## config.mk

```make
export PLATFORM = sky130hd
export DESIGN_NAME = gate_timer
export DESIGN_NICKNAME = d
export VERILOG_FILES = /design/src/rtl/gate_timer_pkg.sv /design/src/rtl/gate_timer_tick_prescaler.sv /design/src/rtl/gate_timer.sv
export SDC_FILE = /design/constraint.sdc
export NUM_CORES = 1
export LEC_CHECK = 0
export ABC_AREA = 1
export CORE_ASPECT_RATIO = 0.9
export CORE_UTILIZATION = 50
export CTS_CLUSTER_DIAMETER = 200
export DETAILED_ROUTE_END_ITERATION = 10
export PLACE_DENSITY = 0.84
export SYNTH_ARGS = -nofsm -noshare
export SYNTH_HDL_FRONTEND = slang
export SYNTH_SLANG_ARGS = --single-unit
```

## constraint.sdc

```tcl
create_clock -name clk -period 3.5 [get_ports clk]
set_input_delay 0.7 -clock clk [delete_from_list [all_inputs] [get_ports clk]]
set_output_delay 0.7 -clock clk [all_outputs]
set_load 0.05 [all_outputs]
```

## src/rtl/gate_timer_pkg.sv

```systemverilog
// Shared types and constants for the gate_timer block.
package gate_timer_pkg;

    typedef enum logic {
        IDLE = 1'b0,
        RUN  = 1'b1
    } state_t;

    localparam logic MODE_ONESHOT  = 1'b0;
    localparam logic MODE_PERIODIC = 1'b1;

endpackage

```

## src/rtl/gate_timer_tick_prescaler.sv

```systemverilog
// Tick divider for gate_timer: tick is high once every presc+1 clk cycles.
module tick_prescaler #(
    parameter int PRESC_W = 8
) (
    input  logic               clk,
    input  logic               clr,
    input  logic               clear,
    input  logic [PRESC_W-1:0] presc,
    output logic               tick
);

    logic [PRESC_W-1:0] cnt;

    assign tick = (cnt == presc);

    always_ff @(posedge clk or negedge clr) begin
        if (!clr) begin
            cnt <= '0;
        end else if (clear || tick) begin
            cnt <= '0;
        end else begin
            cnt <= cnt + PRESC_W'(1);
        end
    end

endmodule

```

## src/rtl/gate_timer.sv

```systemverilog
// One-shot / periodic gate timer with terminal-count clamp.
// Optional prescaler enabled by defining GATE_TIMER_PRESCALE_EN.
module gate_timer #(
    parameter int WIDTH    = 16,
    parameter int MAX_LOAD = 5000,
    parameter int PRESC_W  = 8
) (
    input  logic             clk,
    input  logic             clr,
    input  logic             start,
    input  logic             abort,
    input  logic [WIDTH-1:0] load_val,
    input  logic             mode,
`ifdef GATE_TIMER_PRESCALE_EN
    input  logic [PRESC_W-1:0] presc,
`endif
    output logic             busy,
    output logic             out,
    output logic             done,
    output logic [WIDTH-1:0] count
);

    import gate_timer_pkg::*;

    localparam logic [WIDTH-1:0] MAX_TC = WIDTH'(MAX_LOAD);

    state_t           state, state_n;
    logic [WIDTH-1:0] count_n, tc, tc_n, clamped, inc;
    logic             mode_r, mode_n, done_n;
    logic             accept, tick;

    assign clamped = (load_val > MAX_TC) ? MAX_TC : load_val;
    assign accept  = (state == IDLE) && start && !abort;
    assign inc     = count + WIDTH'(1);
    assign busy    = (state == RUN);
    assign out     = busy;

`ifdef GATE_TIMER_PRESCALE_EN
    logic [PRESC_W-1:0] presc_r;

    always_ff @(posedge clk or negedge clr) begin
        if (!clr) begin
            presc_r <= '0;
        end else if (accept) begin
            presc_r <= presc;
        end
    end

    // Held clear outside RUN so the first tick lands presc+1 cycles after start.
    tick_prescaler #(.PRESC_W(PRESC_W)) u_presc (
        .clk   (clk),
        .clr   (clr),
        .clear (accept || abort || (state != RUN)),
        .presc (presc_r),
        .tick  (tick)
    );
`else
    assign tick = 1'b1;
`endif

    always_comb begin
        state_n = state;
        count_n = count;
        tc_n    = tc;
        mode_n  = mode_r;
        done_n  = 1'b0;
        unique case (state)
            IDLE: begin
                if (accept) begin
                    tc_n    = clamped;
                    mode_n  = mode;
                    count_n = '0;
                    if (clamped == '0) begin
                        done_n = 1'b1;
                    end else begin
                        state_n = RUN;
                    end
                end
            end
            RUN: begin
                // abort outranks a coincident terminal count
                if (abort) begin
                    state_n = IDLE;
                    count_n = '0;
                end else if (tick) begin
                    if (inc == tc) begin
                        done_n = 1'b1;
                        if (mode_r == MODE_PERIODIC) begin
                            count_n = '0;
                        end else begin
                            count_n = tc;
                            state_n = IDLE;
                        end
                    end else begin
                        count_n = inc;
                    end
                end
            end
            default: state_n = IDLE;
        endcase
    end

    always_ff @(posedge clk or negedge clr) begin
        if (!clr) begin
            state  <= IDLE;
            count  <= '0;
            tc     <= '0;
            mode_r <= MODE_ONESHOT;
            done   <= 1'b0;
        end else begin
            state  <= state_n;
            count  <= count_n;
            tc     <= tc_n;
            mode_r <= mode_n;
            done   <= done_n;
        end
    end

endmodule
```

==> impl_metrics.env, run 1 <==
export IMPL_fp_dieW_um=79.41
export IMPL_dr_pass1_iters=5
export IMPL_ys_dominant_reg_cell="dfrtp_1"
export IMPL_synth_edff_count=0
export IMPL_cts_path_max_buffers=2
export IMPL_antennaDiodeCount=0
export IMPL_slowest_delay_ns=0.48
export IMPL_use_met1_pct=36.94
export IMPL_n_fill_cell=458
export IMPL_holdBufCountCts=0
export IMPL_worst_slack_ns=1.126
export IMPL_netlist_instances=424
export IMPL_post_route_min_period_ns=2.374
export IMPL_path_max_fanout=18
export IMPL_place_area_um2=3118
export IMPL_stdcell_area_um2=3207
export IMPL_cts_max_level=2
export IMPL_rr_startpoint="count[0]"
export IMPL_total_power_mw=0.9806
export IMPL_ys_ff_latch=35
export IMPL_ys_types=30
export IMPL_slowest_stage="dfrtp_1"
export IMPL_max_cap_violations=0
export IMPL_hold_viol_final=0
export IMPL_worstPathArrival_ns=2.56
export IMPL_multi_input_area_um2=1549
export IMPL_dp_slack_ns=0.9455
export IMPL_combPwrFrac_pct=24.0
export IMPL_slew_violations=0
export IMPL_async_flop_share_pct=100.0
export IMPL_crit_chain="ha_1 -> nand2_2 -> nor2_8 -> nand2_2 -> nand2_2 -> nand3_1 -> nand2_1 -> nand2_1 -> nor2_2 -> nand2_2 -> nor2_8 -> nand3_1 -> nand3_1 -> nand2_1"
export IMPL_cts_root_buf="clkbuf_8"
export IMPL_vdd_drop_max_uv=223.9
export IMPL_synth_top_cell_by_area="dfrtp_1"
export IMPL_synth_common_cells="nand2_1, nand3_1, inv_1, dfrtp_1, nor2_1"
export IMPL_fin_skew_ns=0.004122
export IMPL_grt_pass1_wl_um=12440
export IMPL_place_congestion=0.8781
export IMPL_vias=2934
export IMPL_synth_warnings=0
export IMPL_critPathLaunchType="register"
export IMPL_core_area_um2=5015
export IMPL_cts_repair_resized=0
export IMPL_routedWlPerCell_um=13.57
export IMPL_hp_class="in2async"
export IMPL_grt_busiest_layer="met2"
export IMPL_tightest_slew_ns=0.7901
export IMPL_rsz0062_at_grt="false"
export IMPL_report_final_setup_viol=0
export IMPL_holdWs_ns=0.4813
export IMPL_critPathKind="reg2reg"
export IMPL_post_cts_buffers=0
export IMPL_reg2reg_to="count[8]"
export IMPL_via_per_inst=5.536
export IMPL_met3_usage_pct=4.204
export IMPL_dp_hpwl_um=5218
export IMPL_power_switching_mw=0.3421
export IMPL_drtIter0Drc=281
export IMPL_synth_top_area_share_pct=32.48
export IMPL_cts_tree="built"
export IMPL_slew_headroom_pct=47.33
export IMPL_rr_worst_depth=14
export IMPL_syn_nets=446
export IMPL_status="finished clean"
export IMPL_final_nets=486
export IMPL_syn_area_um2=2696
export IMPL_clkTransAtPathRegs_ns=0.08
export IMPL_cts_sinks=35
export IMPL_drc_errors=0
export IMPL_ant_nets=0
export IMPL_io_buffer_count=39
export IMPL_die_area_um2=5691
export IMPL_clock_power_share_pct=30.8
export IMPL_use_met2_pct=44.64
export IMPL_fin_setup_tns_ns=0
export IMPL_grt_max_degree=36
export IMPL_placementRows=24
export IMPL_die_y_um=71.67
export IMPL_p_per_area_nw_per_um2=305.8
export IMPL_drive_above_1_share_pct=8.817
export IMPL_p_leak_nw=1.665
export IMPL_r2r_setup_slack_ns=1.13
export IMPL_cp_common_cell="nand2_2"
export IMPL_synth_area_per_cell_um2=6.359
export IMPL_p_sw_share_pct=34.89
export IMPL_io_pin_count=40
export IMPL_synth_most_common_cell="nand2_1"
export IMPL_cp_end_kind="register"
export IMPL_fmax_mhz=421.1
export IMPL_antenna_found_initial=0
export IMPL_yosysSeqAreaShare_pct=32.48
export IMPL_seqPwrFrac_pct=45.2
export IMPL_register_area_um2=875.8
export IMPL_crit_required_ns=3.69
export IMPL_grt_ovfl_total=0
export IMPL_synth_area_top_cells="dfrtp_1, nand2_1, nand3_1"
export IMPL_insertion_delay_ns=0.30
export IMPL_start_util_pct=53.77
export IMPL_grtUsageTotal_pct=28.33
export IMPL_cts_buffers=5
export IMPL_grt_pass1_vias=2768
export IMPL_area_delta_synth_final_pct=18.93
export IMPL_post_route_period_util_pct=67.84
export IMPL_internal_power_mw=0.6385
export IMPL_routed_wl_um=7193
placed cells by master, fill, tap and decap left out:
cell type,count
dfrtp_1,35
nor2_4,2
nand2_1,167
clkinv_2,2
a31oi_1,2
o21ai_0,9
clkinv_1,2
nor3_1,1
xnor2_1,1
nor2_1,27
a21oi_1,6
o22ai_1,2
nand2_2,13
a21boi_1,1
buf_2,1
clkbuf_8,5
nand3_1,71
nor2_8,3
nand4_1,7
clkdlybuf4s50_1,38
xnor3_1,1
o21bai_1,1
clkinvlp_4,2
nor2_2,6
ha_1,1
nand3_4,1
nand4_2,1
buf_4,3
inv_1,51
nand3_2,2
nor4_1,1
area by class of cell:
class,instances,area share (%)
clock inverters,3,0.6243
clock buffers,5,2.146
flip-flops and latches,35,27.31
multi-input cells,326,48.30
repair buffers,42,12.72
well taps,65,2.536
inverters,54,6.360
worst max-delay path: cells and delay by family, from the launching register on:
kind,cells,cell delay [ns]
adder cells (fa/ha/maj),1,0.26
flip-flops,1,0.48
AND/OR/NAND/NOR,13,1.53
state kept, by name (all words and copies together), names as in the netlist:
| name | cells |
|---|---|
| count | 16 |
| tc | 16 |
| busy | 1 |
| done | 1 |
| mode_r | 1 |
per-layer routing:
layer  up-vias  share of wire [%]
met4         0                3.0
met2       134                 46
li1       1424                  -
met1      1355                 44
met3        21                6.9
met5         -                  0
power by group through the flow:
stage | Sequential [mW] | Clock, mW | Combinational [mW]
2_1_floorplan | 0.468 | 0 | 0.138
3_3_place_gp | 0.450 | 0 | 0.231
3_5_place_dp | 0.450 | 0 | 0.234
4_1_cts | 0.442 | 0.307 | 0.235
5_1_grt | 0.446 | 0.328 | 0.261
6_report | 0.443 | 0.302 | 0.235
how the worst max path moves through the flow:
stage,start,end,slack (ns),cells after the start
after global placement,load_val[1],tc[8],1.02,11
after CTS,count[9],count[9],1.15,1
final,count[0],count[8],1.13,14
after detailed placement,abort,count[5],0.95,8
after global routing,count[0],count[7],0.94,14
after floorplan,count[0],count[11],1.13,15
kinds of logic after synthesis:
group | Yosys count | synth area share (%)
DFF | 35 | 32.48
xor gates and xnor gates | 2 | 1.160
and+or+nand+nor | 302 | 51.55
adders and majority gates | 1 | 0.4640
buffers and inverters | 63 | 10.07
AOI/OAI and AO/OA | 21 | 4.269
per-stage QoR:
stage / cells / util [%]
finish: 530 / 63.95
global placement: 522 / 62.18
detailed placement: 522 / 62.18
floorplan: 424 / -
global route: 530 / 63.95
CTS: 530 / 63.95
Power figures use the tool's default switching activity.
==> run 2: changes to the inputs <==
==> constraint.sdc (replaced) <==
create_clock -name clk -period 2.3 [get_ports clk]
set_input_delay 0.46 -clock clk [delete_from_list [all_inputs] [get_ports clk]]
set_output_delay 0.46 -clock clk [all_outputs]
set_load 0.05 [all_outputs]
==> run 2 against run 1 <==
Fmax is 7.2% higher. Wire length is 12% higher. Clock power is 49% higher. Design area is 6.0% higher. Count of clock-buffer cells in the layout is 1 higher. Sequential power is 53% higher. Hold slack worse by 0.23 ns. Critical endpoint is now count[14].
==> impl_metrics.env, run 2 (synthesized netlist as in run 1, its figures left out) <==
export IMPL_report_final_setup_viol=0
export IMPL_start_util_pct=53.77
export IMPL_die_y_um=71.67
export IMPL_vdd_drop_max_uv=346.8
export IMPL_worstPathArrival_ns=2.41
export IMPL_grtUsageTotal_pct=28.08
export IMPL_cts_max_level=2
export IMPL_p_leak_nw=1.742
export IMPL_dp_hpwl_um=5271
export IMPL_grt_ovfl_total=0
export IMPL_drive_above_1_share_pct=12.79
export IMPL_routed_wl_um=8087
export IMPL_drtIter0Drc=307
export IMPL_cts_path_max_buffers=2
export IMPL_combPwrFrac_pct=28.4
export IMPL_internal_power_mw=1.028
export IMPL_critPathKind="reg2reg"
export IMPL_via_per_inst=5.670
export IMPL_post_route_period_util_pct=96.35
export IMPL_cts_buffers=5
export IMPL_p_per_area_nw_per_um2=463.8
export IMPL_clkTransAtPathRegs_ns=0.07
export IMPL_path_max_fanout=5
export IMPL_vias=3073
export IMPL_place_congestion=0.9237
export IMPL_critPathLaunchType="register"
export IMPL_fin_skew_ns=0.004030
export IMPL_n_fill_cell=433
export IMPL_drc_errors=0
export IMPL_fp_dieW_um=79.41
export IMPL_status="finished clean"
export IMPL_slew_violations=0
export IMPL_die_area_um2=5691
export IMPL_placementRows=24
export IMPL_final_common_cell="nand2_1"
export IMPL_routedWlPerCell_um=14.92
export IMPL_seqPwrFrac_pct=43.0
export IMPL_hold_viol_final=0
export IMPL_layout_common_cells="nand2_1, nand3_1, inv_1, clkdlybuf4s50_1, dfrtp_1"
export IMPL_core_area_um2=5015
export IMPL_antennaDiodeCount=0
export IMPL_fmax_mhz=451.3
export IMPL_tightest_slew_ns=0.8184
export IMPL_hp_class="in2async"
export IMPL_io_buffer_count=39
export IMPL_final_nets=498
export IMPL_reg_top3="count: 16 flops, tc: 16 flops"
export IMPL_cts_sinks=35
export IMPL_cp_end_kind="register"
export IMPL_multi_input_area_um2=1663
export IMPL_slew_headroom_pct=45.44
export IMPL_cts_root_buf="clkbuf_8"
export IMPL_postLayoutCoreUtil_pct=67.79
export IMPL_register_area_um2=880.8
export IMPL_power_switching_mw=0.5487
export IMPL_crit_required_ns=2.49
export IMPL_clock_power_share_pct=28.6
export IMPL_max_cap_violations=0
export IMPL_dr_pass1_iters=8
export IMPL_ant_nets=0
export IMPL_rr_worst_depth=14
export IMPL_antenna_found_initial=0
export IMPL_grt_pass1_wl_um=12340
export IMPL_p_sw_share_pct=34.80
export IMPL_grt_max_degree=36
export IMPL_holdBufCountCts=0
export IMPL_total_power_mw=1.577
export IMPL_grt_pass1_vias=2746
export IMPL_post_route_min_period_ns=2.216
export IMPL_io_pin_count=40
export IMPL_cts_tree="built"
export IMPL_insertion_delay_ns=0.30
export IMPL_area_delta_synth_final_pct=26.08
-- run 2: repair_timing --
item / 4_1_cts / 5_1_grt
gates resized for setup: 0 / 18
setup endpoints to repair: 0 / 17
setup buffers: 0 / 5
-- run 2: power by group through the flow --
stage	Combinational, mW	Sequential (mW)	Clock [mW]
floorplan	0.210	0.714	0
finish	0.448	0.678	0.451
global route	0.486	0.682	0.477
CTS	0.361	0.674	0.456
global placement	0.353	0.684	0
detailed placement	0.360	0.687	0
-- run 2: stage by stage --
step	setup slack, ns	setup TNS [ns]	instance area (µm²)	hold slack (ns)	std cells
after floorplan	0.1245	0	2699	0.1644	424
final	0.08406	0	3400	0.2494	542
after global placement	0.1346	0	3143	0.5313	525
after detailed placement	0.09642	0	3143	0.5374	525
after global routing	-0.06698	-0.7647	3400	0.3267	542
after CTS	0.07822	0	3229	0.2781	533
-- run 2: critical path, stage by stage (launching register included) --
cell and delay, ns:
dfrtp_2 0.46, ha_4 0.28, inv_1 0.04, nand2_1 0.05, nand2_1 0.08, nor2_2 0.14
nand2_1 0.06, nor2_1 0.15, nand3_1 0.10, nor2_2 0.16, nand2_4 0.12, nor2_4 0.21
nand3_1 0.10, nand3_1 0.10, nand2_1 0.06
-- run 2: worst paths after layout --
| path | startpoint | end | slack [ns] |
|---|---|---|---|
| min | clr | count[13] | 0.25 |
| max | count[0] | count[14] | 0.08 |
| max reg2reg | count[0] | count[14] | 0.08 |
| min reg2reg | count[15] | count[15] | 0.56 |
| max in group asynchronous | clr | count[2] | 1.48 |
| min in group clk | count[15] | count[15] | 0.56 |
-- run 2: area by class of cell --
type / instances / share of cell area [%]
multi-input cells: 330 / 48.91
flip-flops and latches: 35 / 25.91
repair buffers: 50 / 14.24
inverters: 54 / 5.999
clock inverters: 2 / 0.4049
clock buffers: 6 / 2.135
well taps: 65 / 2.392
-- run 2: metal layers --
metal  share of wire, %  global-route usage [%]  vias to the layer above  routed length, µm
li1                   -                       -                     1451                  -
met2                 46                   45.50                      188               3759
met5                  0                       0                        -                  0
met4                4.1                   11.72                        0                328
met1                 40                   37.55                     1390               3197
met3                9.9                   4.204                       44                802
